### config.mk
export PLATFORM = sky130hd
export DESIGN_NAME = freq_result_calc
export DESIGN_NICKNAME = d
export VERILOG_FILES = /design/src/rtl/freq_result_calc.sv
export SDC_FILE = /design/constraint.sdc
export NUM_CORES = 2
export LEC_CHECK = 0
export CAP_MARGIN = 20
export CORE_MARGIN = 2
export CORE_UTILIZATION = 55
export DETAILED_ROUTE_END_ITERATION = 8
export PLACE_DENSITY_LB_ADDON = 0.15
export SLEW_MARGIN = 5
export SYNTH_ARGS = -nofsm -noshare
export SYNTH_HDL_FRONTEND = slang
export SYNTH_SLANG_ARGS = --single-unit
### constraint.sdc
create_clock -name clk -period 3.7 [get_ports clk]
set_input_delay 0.74 -clock clk [delete_from_list [all_inputs] [get_ports clk]]
set_output_delay 0.74 -clock clk [all_outputs]
set_load 0.02 [all_outputs]
### src/rtl/freq_result_calc.sv
`default_nettype none
// ============================================================================
// freq_result_calc: runs one period measurement, picks the finest in-range
// channel count and divides it into a frequency result. Rev 1.0
// ============================================================================
module freq_result_calc #(
  parameter int unsigned   NCH       = 10,
  parameter int unsigned   CW        = 32,
  parameter logic [63:0]   BASE_HZ   = 64'd100_000_000,
  parameter logic [63:0]   SCALE     = 64'd1,
  parameter logic [CW-1:0] MIN_COUNT = 16,
  parameter logic [CW-1:0] MAX_COUNT = 32'hFFFF_FFF0,
  parameter int unsigned   TIMEOUT   = 100_000_000
) (
  input  logic                    clk,
  input  logic                    rst_n,
  input  logic                    req_i,
  input  logic                    meas_busy_i,
  input  logic [NCH-1:0][CW-1:0]  val_i,
  output logic                    meas_start_o,
  output logic                    busy_o,
  output logic                    result_valid_o,
  output logic [31:0]             freq_o,
  output logic [3:0]              chan_o,
  output logic [1:0]              err_o
);

  localparam int unsigned IW   = $clog2(NCH + 1);
  localparam logic [63:0] PROD = BASE_HZ * SCALE;

  typedef enum logic [2:0] {
    S_IDLE, S_START, S_WAIT_HI, S_WAIT_LO, S_CAPTURE, S_SELECT, S_DIVIDE, S_DONE
  } state_t;

  state_t                 state_q;
  logic                   meas_start_q, busy_q, rv_q;
  logic [31:0]            freq_q;
  logic [3:0]             chan_q;
  logic [1:0]             err_q;
  logic [31:0]            tcnt_q;
  logic [NCH-1:0][CW-1:0] cap_q;
  logic [IW-1:0]          idx_q, sel_q;
  logic                   found_q;
  logic [63:0]            rem_q, quo_q, div_q;
  logic [5:0]             dcnt_q;

  logic [CW-1:0] cur_cnt, sel_cnt;
  logic          cur_ok, found_d, ge;
  logic [IW-1:0] sel_d;
  logic [63:0]   num_d, rem_d, quo_d;
  logic [64:0]   trial;

  always_comb begin
    cur_cnt = '0;
    sel_cnt = '0;
    if (idx_q < IW'(NCH)) cur_cnt = cap_q[idx_q];
    cur_ok  = (cur_cnt >= MIN_COUNT) && (cur_cnt <= MAX_COUNT) && (idx_q < IW'(NCH));
    found_d = found_q | cur_ok;
    sel_d   = found_q ? sel_q : idx_q;
    if (sel_d < IW'(NCH)) sel_cnt = cap_q[sel_d];
    num_d   = PROD >> sel_d;
    // One restoring step: the remainder stays below the divisor, so 65 bits suffice.
    trial   = {rem_q, quo_q[63]};
    ge      = trial >= {1'b0, div_q};
    rem_d   = ge ? 64'(trial - {1'b0, div_q}) : trial[63:0];
    quo_d   = {quo_q[62:0], ge};
  end

  always_ff @(posedge clk) begin
    if (!rst_n) begin
      state_q      <= S_IDLE;
      meas_start_q <= 1'b0;
      busy_q       <= 1'b0;
      rv_q         <= 1'b0;
      freq_q       <= '0;
      chan_q       <= '0;
      err_q        <= '0;
      tcnt_q       <= '0;
      cap_q        <= '0;
      idx_q        <= '0;
      sel_q        <= '0;
      found_q      <= 1'b0;
      rem_q        <= '0;
      quo_q        <= '0;
      div_q        <= '0;
      dcnt_q       <= '0;
    end else begin
      case (state_q)
        S_IDLE: begin
          if (req_i) begin
            state_q      <= S_START;
            meas_start_q <= 1'b1;
            busy_q       <= 1'b1;
          end
        end
        S_START: begin
          meas_start_q <= 1'b0;
          tcnt_q       <= '0;
          state_q      <= S_WAIT_HI;
        end
        S_WAIT_HI, S_WAIT_LO: begin
          tcnt_q <= tcnt_q + 1;
          if (tcnt_q == TIMEOUT - 1) begin
            state_q <= S_DONE;
            rv_q    <= 1'b1;
            freq_q  <= '0;
            chan_q  <= '0;
            err_q   <= 2'd2;
          end else if (state_q == S_WAIT_HI && meas_busy_i) begin
            state_q <= S_WAIT_LO;
          end else if (state_q == S_WAIT_LO && !meas_busy_i) begin
            state_q <= S_CAPTURE;
          end
        end
        S_CAPTURE: begin
          cap_q   <= val_i;
          idx_q   <= '0;
          sel_q   <= '0;
          found_q <= 1'b0;
          state_q <= S_SELECT;
        end
        S_SELECT: begin
          idx_q   <= idx_q + 1'b1;
          found_q <= found_d;
          sel_q   <= sel_d;
          // A miss spends one extra resolve cycle (idx == NCH) before reporting.
          if (idx_q == IW'(NCH - 1) && found_d) begin
            quo_q   <= num_d;
            rem_q   <= '0;
            div_q   <= {{(64-CW){1'b0}}, sel_cnt};
            dcnt_q  <= '0;
            state_q <= S_DIVIDE;
          end else if (idx_q == IW'(NCH)) begin
            state_q <= S_DONE;
            rv_q    <= 1'b1;
            freq_q  <= '0;
            chan_q  <= '0;
            err_q   <= 2'd1;
          end
        end
        S_DIVIDE: begin
          rem_q  <= rem_d;
          quo_q  <= quo_d;
          dcnt_q <= dcnt_q + 1'b1;
          if (dcnt_q == 6'd63) begin
            state_q <= S_DONE;
            rv_q    <= 1'b1;
            freq_q  <= (quo_d[63:32] != 32'd0) ? 32'hFFFF_FFFF : quo_d[31:0];
            chan_q  <= 4'(sel_q);
            err_q   <= 2'd0;
          end
        end
        S_DONE: begin
          rv_q    <= 1'b0;
          busy_q  <= 1'b0;
          state_q <= S_IDLE;
        end
        default: state_q <= S_IDLE;
      endcase
    end
  end

  assign meas_start_o   = meas_start_q;
  assign busy_o         = busy_q;
  assign result_valid_o = rv_q;
  assign freq_o         = freq_q;
  assign chan_o         = chan_q;
  assign err_o          = err_q;

endmodule
`default_nettype wire

# Word-level counts from Yosys, hierarchy flattened
# Index checks and enable logic that the tools add are counted.
# classes
addsub,4
bitwise,1
shifts,1
n_eq_ne,19
n_lt_le_gt_ge,7
n_mux,50
reduce_logical,23
# op_table
cell,n
2-to-1 mux 32 bit,9
binary-select mux 32 bit (select 4 bit),2
case mux 64 bit (2 select lines),2
2-to-1 mux 64 bit,3
case mux 32 bit (3 select lines),1
>= comparator 65 x 32 -> 1 bit,1
case mux 32 bit (2 select lines),1
">> shifter 27 x 4 -> 64 bit, first input constant",1
subtractor 64 x 32 -> 64 bit,1
"adder 32 x 1 -> 32 bit, second input constant",1
"equality test 32 x 27 -> 1 bit, second input constant",1
">= comparator 32 x 5 -> 1 bit, second input constant",1
"less-or-equal comparator 32 bit, second input constant",1
nonzero test 32 bit,1
2-to-1 mux 3 bit,7
case mux 3 bit (7 select lines),1
2-to-1 mux 4 bit,5
case mux 4 bit (2 select lines),2
"equality test 3 bit, second input constant",4
"!= test 2 bit, second input constant",6
case mux 4 bit (3 select lines),1
case mux 6 bit (2 select lines),1
"< comparator 4 x 5 -> 1 bit, second input constant",2
AND reduction 5 bit,2
25 further kinds,48
# word_totals
out_inout_bits,41
word_cells,130
input_bits,324
register_bits,571

# Longest topological paths before layout
# logic_depth
ltp_word,10
ltp_mapped,17
ltp_nobuf,12

# Least setup slack after synthesis
# OpenSTA, ideal clock, no wires.
# synth_path
path_type,reg2reg
startpoint,reg idx_q[0]
endpoint,reg div_q[10]
setup_time_ns,0.146
stages_incl_launch_ff,13
period_less_slack_ns,3.435
path_buffers,4
t_required_ns,3.554
setup_slack_ns,0.265
arrival_ns,3.289
cell_sequence,dfxtp_1 -> buf_6 -> buf_6 -> mux4_2 -> and2_0 -> o31a_1 -> or4_4 -> nor4_4 -> a41oi_2 -> nand2_4 -> buf_6 -> buf_2 -> a211oi_2
# synth_between
elab_chain_cells,9
elab_cells_between_ends,17
cone_classes,4 x order compare; 1 x eq/ne; 7 x mux; 1 x bitwise; 4 x reduce/logical
# synth_lines
element,line,text
from (decl),42,"logic [IW-1:0] idx_q, sel_q;"
from (signal assigned),123,idx_q <= idx_q + 1'b1;
binary-select mux 32 bit (select 4 bit),56,if (idx_q < IW'(NCH)) cur_cnt = cap_q[idx_q];
2-to-1 mux 32 bit (not written as such),56,
2-to-1 mux 32 bit,56,
>= comparator 32 x 5 -> 1 bit or less-or-equal comparator 32 bit (tied branches),57,cur_ok = (cur_cnt >= MIN_COUNT) && (cur_cnt <= MAX_COUNT) && (idx_q < IW'(NCH));
logical AND 1 bit (2 in a row),57,
bitwise OR 1 bit,58,found_d = found_q | cur_ok;
logical AND 1 bit,127,if (idx_q == IW'(NCH - 1) && found_d) begin
AND reduction 2 bit (no source line),n/a,
to (signal assigned),130,"div_q <= {{(64-CW){1'b0}}, sel_cnt};"
to (decl),44,"logic [63:0] rem_q, quo_q, div_q;"
# Several ways; a longest one is shown, not always the timed one. The select of a mux whose other input is x is not followed.
# A chain may end at the register's enable or synchronous reset.

# Worst setup path after layout
# layout_path
startpoint,reg idx_q[0]
endpoint,reg quo_q[20]
# layout_between
elab_chain_cells,10
elab_cells_between_ends,17
cone_classes,3 x order compare; 2 x eq/ne; 1 x shift; 6 x mux; 1 x bitwise; 4 x reduce/logical
# layout_lines
element,line,text
binary-select mux 32 bit (select 4 bit),56,
2-to-1 mux 32 bit (not written as such),56,
2-to-1 mux 32 bit,56,
>= comparator 32 x 5 -> 1 bit or less-or-equal comparator 32 bit (tied branches),57,
logical AND 1 bit (2 in a row),57,
bitwise OR 1 bit,58,
logical AND 1 bit,127,
!= test 2 bit (no source line),n/a,
AND reduction 2 bit (no source line),n/a,
to (signal assigned),128,quo_q <= num_d;
to (signal assigned),143,quo_q <= quo_d;
to (decl),44,
# Several ways; a longest one is shown, not always the timed one. The select of a mux whose other input is x is not followed.

==> results.ini <==
[floorplan]
die_w_um=235
core.rowCount=84
io_pins=365
placeableCoreArea_um2=52700
initial_core_util_pct=55.7
die_y_um=235
die-area_um2=55200

[setup_path]
crit_path_max_fanout=6
required_ns=4.26
cp.arrival_ns=4.31
crit_type=reg -> reg
cp-start-kind=flip-flop
r2r_start=idx_q[0]
crit_path_end_kind=flip-flop
cpMaxStageDelayCell=mux4_2
slowest_delay_ns=0.48
startpoint=idx_q[0]
crit_chain=clkbuf_16 -> buf_4 -> mux4_2 -> and2_1 -> o31ai_1 -> buf_4 -> nand4_1 -> nor4_1 -> buf_4 -> a41oi_4 -> buf_6 -> a21oi_4 -> clkbuf_16 -> clkbuf_16 -> a221o_1

[yosys]
synth_warnings=0
synthArstFlopShare_pct=0
synth_seq_area_share_pct=39.0
ys_ff_latch=571
yosysTopAreaCell=dfxtp_1
synth_common_cells=1,044 x nand2_1, 571 x dfxtp_1, 428 x a21oi_1, 252 x clkbuf_1, 130 x nand3_1
synth_enable_flop_cells=0
synth_area_per_cell_um2=7.99
post-synth-top-area-fraction_pct=39.0
synth_fp_nets=4032
synthMostInstantiatedCell=nand2_1
synth_cell_type_count=87
syn_area_um2=29300
ys.flop_type=dfxtp_1
syn_inst=3671
netlist_top_cells_area=dfxtp_1 39%, nand2_1 13%, a21oi_1 7.3%, mux4_2 4.9%, mux2i_1 4.2%

[power_and_ir_drop]
intPower_uw=11500
p_switching_uw=4470
ir_drop_mv=0.449
clockPowerShare_pct=40.9
power_density_nw_per_um2=434
power_switching_share_pct=28.1
p_comb_share_pct=16.7
seqPwrFrac_pct=42.4
p_total_uw=15900
p_leak_uw=0.0131

[placement]
dpl.hpwl_um=72100
port_buffers=364
gp_congestion=1.00

[clock_network]
cts.sinks=571
htree_levels=2
cts_tree=yes
clk_latency_ns=0.63
clock-root-buffer=clkbuf_16
cts_buffers=59
cts_buffer_depth=3
cts_hold_buf=0
clk_pin_slew_worst_paths_ns=0.07

[routing]
drtPass1Iterations=6
final_antenna_net_count=0
wl_per_cell_um=21.7
drc_errors=0
via_per_inst=6.23
wl_um=102000
drt_iter0_drc=3604
routed-via-count=29200

[finish]
fill_cells=4306
final_layout_size_suffix_gt1_share_pct=10.6
post-route-util_pct=69.7
syn2layout_area_growth_pct=25.2
nets=4317
multiInputGateArea_um2=16600
regArea_um2=11400

[sta]
hold_viol=0
drv_slew=0
rsz0062_at_grt=true
maxSlewHeadroom_pct=34.6
tightestPinTransition_ns=0.981
fin_crit_sh_pct=102
setup_ws_ns=-0.0573
finalCriticalPeriod_ns=3.76
max_freq_ghz=0.266
fin_skew_ns=0.0235
setup_viol=32

[run_status]
violations=setup timing
status=complete, but fails checks

[global_route]
grt_antenna_before_repair=3
grt_overflow_total=0
grt_pass1_vias=26400
grtUsageTotal_pct=34.7
grt_pass1_wl_um=153000
grt_max_degree=155

[min_path]
min-delay-start=rem_q[63]
hold_path.class=reg -> reg

[job]
cap_viol_max_count=0

==> kinds of logic after synthesis <==
kind of cell               synth area share (%)
and+or+nand+nor                            22.5
AOI/OAI and AO/OA                          21.1
DFF                                        39.0
buffers and inverters                      5.13
muxes                                      9.39
xor gates and xnor gates                   1.31
adders and majority gates                  1.60
==> cell type report <==
| cell class | instances | area share [%] |
|---|---|---|
| antenna | 2 | 0.0136 |
| sequential | 571 | 31.2 |
| inverter | 46 | 0.491 |
| clock inverter | 31 | 1.13 |
| timing repair buffer | 527 | 15.0 |
| clock buffer | 76 | 4.67 |
| multi-input combinational | 2751 | 45.2 |
| tap | 688 | 2.34 |
==> critical path, delay by kind of cell, from the launching register on <==
kind                   cells  cell delay, ns
muxes                      1            0.48
and+or+nand+nor            3            0.60
AOI/OAI and AO/OA          4            0.97
buffers and inverters      7            1.22
DFF                        1            0.41
==> what timing repair did <==
item / 4_1_cts / 5_1_grt
pin swaps: 0 / 16
cloned: 2 / 11
gates resized for setup: 3 / 37
endpoints found under the setup margin: 40 / 190
buffers inserted: 3 / 11
==> power by group through the flow <==
stage	logic (uW)	clock network, uW	registers (uW)
floorplan	1580	0	6730
detailed placement	2520	0	6870
finish	2660	6520	6750
global route	2870	6790	6770
CTS	2560	6530	6730
global placement	2500	0	6860
==> final timing paths <==
kind / end / cells after the start / slack [ns]
worst max-delay path: quo_q[20] / 15 / -0.06
worst min-delay path: rem_q[63] / 2 / 0.45
worst max register to register: quo_q[20] / 15 / -0.06
worst min register to register: rem_q[63] / 2 / 0.45
==> sequential cells by signal, indices dropped and copies added, names as in the netlist <==
| signal | count |
|---|---|
| idx_q | 4 |
| cap_q | 320 |
| quo_q | 64 |
| sel_q | 4 |
| err_o | 2 |
| tcnt_q | 32 |
| div_q | 32 |
| freq_o | 32 |
| state_q | 3 |
| rem_q | 64 |
| result_valid_o | 1 |
| dcnt_q | 6 |
| found_q | 1 |
| chan_o | 4 |
| meas_start_o | 1 |
| busy_o | 1 |
==> cells in the final DEF, fill, tap and decap left out, types with 27 or more instances in the layout <==
cell             count
a211oi_2            30
buf_12              27
mux2i_1            118
dfxtp_1            568
nand3_1            130
a221oi_1            34
nand4_1             35
nor3_1              42
clkbuf_16           73
a21oi_1            428
o21ai_0             84
ha_1                36
a32o_1              33
a22o_1              54
buf_4              116
nor4_1              33
nand2_1           1043
o22ai_1             27
mux4_2              64
inv_1               45
clkdlybuf4s50_1    363
o211ai_1            46
nor2_1             103
==> metrics by stage <==
stage | area, um^2 | instances | setup WS (ns) | setup TNS (ns) | hold WS [ns]
detailed placement | 34000 | 4558 | -0.0233 | -0.0610 | 0.442
CTS | 36200 | 4670 | -0.0540 | -0.0719 | 0.451
global route | 36700 | 4690 | -0.0921 | -3.09 | 0.477
finish | 36700 | 4692 | -0.0573 | -0.799 | 0.448
floorplan | 29300 | 3671 | 0.265 | 0 | 0.426
global placement | 34000 | 4558 | 0.0195 | 0 | 0.436
==> per-layer routing <==
layer	vias to the layer above	wire, um	part of all wire [%]	track usage [%]
met5	-	0	0	0
met4	0	3130	3.1	10.5
met3	206	11500	11	7.50
met2	1683	43000	42	50.3
met1	13800	44000	43	51.5
li1	13600	-	-	-
No activity file was read; power rests on OpenSTA's default activity.
